### src/rtl/seg7_pkg.sv
// rtl/seg7_pkg.sv - shared types and constants for the seg7 scan controller
package seg7_pkg;

  localparam int NUM_DIGITS = 6;

  typedef logic [2:0] digit_t;
  typedef logic [2:0] seg_t;

  typedef enum logic [1:0] {
    IDLE = 2'd0,
    SHOW = 2'd1,
    GAP  = 2'd2
  } state_t;

endpackage

### src/rtl/seg7_next_digit.sv
// rtl/seg7_next_digit.sv - combinational round-robin finder for the next enabled digit
module seg7_next_digit
  import seg7_pkg::*;
(
  input  logic [NUM_DIGITS-1:0] mask,
  input  digit_t                ptr,
  output digit_t                next_idx,
  output logic                  found,
  output logic                  wrapped
);

  // Walk candidates from farthest to nearest so the nearest enabled digit after
  // ptr wins; offset NUM_DIGITS lands back on ptr itself (single-digit case).
  always_comb begin
    next_idx = ptr;
    found    = 1'b0;
    wrapped  = 1'b0;
    for (int k = NUM_DIGITS; k >= 1; k--) begin
      int j;
      j = (int'(ptr) + k) % NUM_DIGITS;
      if (mask[j]) begin
        next_idx = digit_t'(j);
        found    = 1'b1;
        wrapped  = (digit_t'(j) <= ptr);
      end
    end
  end

endmodule

### src/rtl/seg7_scan_ctrl.sv
// rtl/seg7_scan_ctrl.sv - time-multiplexed 6-digit scan controller with blanking gap
module seg7_scan_ctrl
  import seg7_pkg::*;
#(
  parameter int DIV     = 1000,
  parameter int GAP_CYC = 16
) (
  input  logic       clk,
  input  logic       rst_n,
  input  logic       run,
  input  logic       wr_en,
  input  logic [2:0] wr_addr,
  input  logic [2:0] wr_data,
  input  logic       mask_wr,
  input  logic [5:0] mask_data,
  output logic [2:0] seg_idx,
  output logic [2:0] digit_idx,
  output logic       blank,
  output logic       frame_done
);

  localparam int MAXC = (DIV > GAP_CYC) ? DIV : GAP_CYC;
  localparam int CW   = (MAXC > 1) ? $clog2(MAXC) : 1;
  localparam logic [CW-1:0] DIV_LAST = CW'(DIV - 1);
  localparam logic [CW-1:0] GAP_LAST = CW'(GAP_CYC - 1);

  state_t                  state, state_n;
  logic [CW-1:0]           cnt, cnt_n;
  digit_t                  ptr_n;
  seg_t                    seg_n;
  logic                    blank_n, fd_n;
  seg_t                    regs [NUM_DIGITS];
  logic [NUM_DIGITS-1:0]   mask;

  digit_t                  find_ptr, nxt;
  logic                    found, wrapped;

  // From IDLE, searching after the last digit yields the lowest enabled digit.
  assign find_ptr = (state == IDLE) ? digit_t'(NUM_DIGITS - 1) : digit_idx;

  seg7_next_digit u_next (
    .mask     (mask),
    .ptr      (find_ptr),
    .next_idx (nxt),
    .found    (found),
    .wrapped  (wrapped)
  );

  // Register file and enable mask; out-of-range addresses are dropped.
  always_ff @(posedge clk or negedge rst_n) begin
    if (!rst_n) begin
      for (int i = 0; i < NUM_DIGITS; i++) regs[i] <= '0;
      mask <= '1;
    end else begin
      if (wr_en && (wr_addr < 3'(NUM_DIGITS))) regs[wr_addr] <= wr_data;
      if (mask_wr) mask <= mask_data;
    end
  end

  // Next-state and next-output logic; seg_idx only reloads on SHOW entry.
  always_comb begin
    state_n = state;
    cnt_n   = cnt;
    ptr_n   = digit_idx;
    seg_n   = seg_idx;
    fd_n    = 1'b0;
    if (!run) begin
      state_n = IDLE;
      cnt_n   = '0;
    end else begin
      unique case (state)
        IDLE: begin
          if (found) begin
            state_n = SHOW;
            cnt_n   = '0;
            ptr_n   = nxt;
            seg_n   = regs[nxt];
          end
        end
        SHOW: begin
          if (cnt == DIV_LAST) begin
            state_n = GAP;
            cnt_n   = '0;
          end else begin
            cnt_n = cnt + 1'b1;
          end
        end
        GAP: begin
          if (cnt == GAP_LAST) begin
            cnt_n = '0;
            if (found) begin
              state_n = SHOW;
              ptr_n   = nxt;
              seg_n   = regs[nxt];
              fd_n    = wrapped;
            end else begin
              state_n = IDLE;
            end
          end else begin
            cnt_n = cnt + 1'b1;
          end
        end
        default: begin
          state_n = IDLE;
          cnt_n   = '0;
        end
      endcase
    end
    blank_n = (state_n != SHOW);
  end

  // State, counter and registered outputs.
  always_ff @(posedge clk or negedge rst_n) begin
    if (!rst_n) begin
      state      <= IDLE;
      cnt        <= '0;
      digit_idx  <= '0;
      seg_idx    <= '0;
      blank      <= 1'b1;
      frame_done <= 1'b0;
    end else begin
      state      <= state_n;
      cnt        <= cnt_n;
      digit_idx  <= ptr_n;
      seg_idx    <= seg_n;
      blank      <= blank_n;
      frame_done <= fd_n;
    end
  end

endmodule
### config.mk
export PLATFORM = sky130hd
export DESIGN_NAME = seg7_scan_ctrl
export DESIGN_NICKNAME = d
export VERILOG_FILES = /design/src/rtl/seg7_pkg.sv /design/src/rtl/seg7_next_digit.sv /design/src/rtl/seg7_scan_ctrl.sv
export SDC_FILE = /design/constraint.sdc
export NUM_CORES = 1
export LEC_CHECK = 0
export CAP_MARGIN = 20
export CORE_UTILIZATION = 55
export CTS_CLUSTER_SIZE = 24
export DETAILED_ROUTE_END_ITERATION = 10
export PLACE_DENSITY = 0.8
export SYNTH_ARGS = -nofsm -noshare
export SYNTH_HDL_FRONTEND = slang
export SYNTH_SLANG_ARGS = --single-unit
### constraint.sdc
create_clock -name clk -period 7.6 [get_ports clk]
set_input_delay 0.76 -clock clk [delete_from_list [all_inputs] [get_ports clk]]
set_output_delay 0.76 -clock clk [all_outputs]
set_load 0.01 [all_outputs]
==> metrics.txt <==
hpwl dp 5.768 mm; Mean Syn Cell Area 10.18 um^2; Main synth FF type dfrtp_1; CTS buffer count 5; Rel. slew slack between 40% and 50%; Crit. End Element flop; area of the multi-input gates 2160 um^2; reg2reg setup slack 1.75 ns; Die H a little over 80 um; Data arrival, critical path ~6.0 ns; IO buf count 24; H-Tree Depth 2; fill count 472; Seq pwr share 24.0%; Comb pwr share 62.7%; IO Count 25; number of global-route vias before repair 2570; Place WS 1.827 ns; clock-pin slew on the worst setup and hold paths 0.08 ns; switching share of power 42.61%; pwr/cell area 352.8 nW/um^2; CTS tree built; Routed Antenna Nets 0; Mapped Nets 370; crit path time final 5.851 ns; FF+latch count, synth 44; CTS sink count 44; All-Layer GR Usage 25.46%; Setup Fix Bufs, Post-CTS 0; Worst-Skew Late Latency 0.29 ns; synthesized cell area 3381 um^2; P_int 0.7648 mW; Achievable Freq 170.9 MHz; share of cells above drive strength 1 a little over a fifth; final hold violations 0; Pre-antenna DRT Iters 5; DR WL/cell 18.02 um; cts hold-fix bufs 0; CTS root buffer clkbuf_8; Core Area between 5000 and 6000 um^2; P_leak 1.598 nW; Switch Pwr 0.5679 mW; vias around 2700; critical path type reg2reg; Worst Setup Start Kind flop; worst-path cell chain inv_1, ha_1, or2_1, ha_1, o21ai_0, and2_1, inv_1, ha_1, nand2b_1, o21ai_2, o22ai_2, or4_1, a21boi_4, o311ai_2, xnor2_1, mux4_1, mux2_2; Critical-path top delay cell ha_1; Seq. cell area 1110 um^2; max cap viols 0; register area share after synthesis between 30% and 40%; Period Utilization, post-route 76.99%; fin nets 392; Routed WL about 7.7 mm; Hold/Removal Path Class in2async; VDD IR max 209.1 uV; pins over their slew limit 0; DRC viols 0; Critical path buffers and inverters 2; via/cell ratio 6.370; die area 6464 um^2; most used cell, CP ha_1; status finished, final reports clean; Worst Path Max Fanout 20; endpoints failing setup 0; setup tns final 0 ns; Max clock buf depth 2; CP top delay family adder cells; post-synthesis cell count 332; number of synthesized flops with an enable pin 0; Starting Density 57.10%; Die X about 80 um; first-pass GRT wire length 12.59 mm; Placer Congestion 0.9262; largest net degree at the start of global routing 45; unrepaired setup endpoints after global routing no; slowest cell delay on critical path 0.71 ns; post-cts resize count 0; Area growth syn-to-layout 11.73%; Clock power frac 13.3%; slew at the pin closest to its max-slew limit 0.8300 ns; post-synthesis cell type count 70; Placement Rows 28; Synthesis Warnings 0; Async SR Flop Fraction 100.0%; initial drt markers 171; total global routing overflow 0; setup ws final between 1.5 and 2 ns; skew final 0.005734 ns; Antenna Cells 0; Crit path required time 7.78 ns; initial antenna violation count 0
## metrics by stage
| step | power (mW) | area (um^2) | util [%] | hold WS [ns] | cells |
|---|---|---|---|---|---|
| 3_5_place_dp | 1.144 | 3646 | 61.58 | 0.4949 | 421 |
| 6_report | 1.333 | 3777 | 63.80 | 0.3393 | 430 |
| 2_1_floorplan | 0.9518 | 3381 | - | 0.4644 | 332 |
| 4_1_cts | 1.325 | 3757 | 63.46 | 0.5152 | 429 |
| 5_1_grt | 1.419 | 3777 | 63.80 | 0.3434 | 430 |
| 3_3_place_gp | 1.124 | 3646 | 61.58 | 0.4856 | 421 |
## cell usage after synthesis, types with 3 or more instances
library cell / n / share of area [%]
dfrtp_1: 37 / 27
mux2_2: 32 / 11
o21ai_0: 27 / 4.0
ha_1: 21 / 7.8
nor2_1: 16 / 1.8
nand2_1: 13 / 1.4
a21oi_1: 12 / 1.8
mux2i_1: 12 / 3.6
nand2b_1: 12 / 2.2
nand3_1: 11 / 1.6
inv_1: 10 / 1.1
and3_1: 7 / 1.3
dfstp_2: 7 / 5.4
a21o_1: 6 / 1.3
a211oi_1: 5 / 1.1
nand4_1: 5 / 0.93
nor2b_1: 5 / 0.93
clkbuf_1: 4 / 0.44
nand4b_1: 4 / 1.0
o31ai_1: 4 / 0.89
or2_2: 4 / 0.74
a22oi_1: 3 / 0.67
a31oi_1: 3 / 0.56
buf_2: 3 / 0.44
buf_6: 3 / 1.0
mux4_1: 3 / 2.3
nor3_1: 3 / 0.44
nor3b_1: 3 / 0.67
nor4_1: 3 / 0.56
o21a_1: 3 / 0.67
xnor2_1: 3 / 0.78
## state kept, by name (all words and copies together) (netlist names)
register / flops
seg_idx: 3
digit_idx: 3
state: 2
blank: 1
cnt: 10
frame_done: 1
regs: 18
mask: 6
## cells by family after synthesis
kind of cell | count (synthesis) | synth area share (%)
muxes | 51 | 18.06
buffers and inverters | 22 | 3.294
adders and majority gates | 21 | 7.772
xor gates and xnor gates | 3 | 0.7773
DFF | 44 | 32.83
and+or+nand+nor | 102 | 18.02
AOI/OAI and AO/OA | 89 | 19.25
## final cells by class
class | instances | area share (%)
Inverter | 12 | 1.259
Sequential cell | 44 | 29.38
Clock inverter | 3 | 1.126
Timing Repair Buffer | 25 | 6.757
Tap cell | 75 | 2.484
Clock buffer | 5 | 1.822
Multi-Input combinational cell | 266 | 57.17
## worst register-to-register path, stage by stage (launching register included)
cell      delay [ns]
dfrtp_1         0.43
inv_1           0.11
ha_1            0.71
or2_1           0.44
ha_1            0.50
o21ai_0         0.23
and2_1          0.20
inv_1           0.05
ha_1            0.21
nand2b_1        0.18
o21ai_2         0.19
o22ai_2         0.14
or4_1           0.60
a21boi_4        0.19
o311ai_2        0.30
xnor2_1         0.34
mux4_1          0.64
mux2_2          0.28
## metal layers
metal,routed length [um],GRT usage [%]
met1,3423,34.63
met2,3791,40.34
met3,363,4.205
met4,168,9.821
met5,0,0
## cell usage in the layout (no fill, tap or decap), drive strengths merged, types with 6 or more instances in the layout
| cell | n |
|---|---|
| nand3 | 11 |
| and3 | 7 |
| ha | 21 |
| inv | 12 |
| dfstp | 7 |
| nor2 | 18 |
| clkdlybuf4s50 | 23 |
| a21o | 6 |
| a21oi | 12 |
| nand2b | 12 |
| mux2i | 13 |
| a211oi | 7 |
| o21ai | 29 |
| mux2 | 35 |
| dfrtp | 37 |
| nand2 | 13 |
## path summary, 6_finish.rpt
path,start,end,cells after the start
hold / removal,rst_n,cnt[8]$_DFFE_PN0P_,1
setup reg to reg,state[0]$_DFF_PN0_,seg_idx[1]$_DFFE_PN0P_,17
max in group asynchronous,rst_n,mask[0]$_DFFE_PN1P_,2
setup / recovery,state[0]$_DFF_PN0_,seg_idx[1]$_DFFE_PN0P_,17
min in group clk,regs[10]$_DFFE_PN0P_,regs[10]$_DFFE_PN0P_,1
hold reg to reg,regs[10]$_DFFE_PN0P_,regs[10]$_DFFE_PN0P_,1
## power groups by stage
stage	Clock [mW]	Combinational (mW)	Sequential, mW
final	0.178	0.835	0.320
after global routing	0.191	0.902	0.326
after CTS	0.183	0.822	0.320
after detailed placement	0	0.820	0.324
after global placement	0	0.803	0.322
after floorplan	0	0.641	0.310
Power figures use the tool's default switching activity.
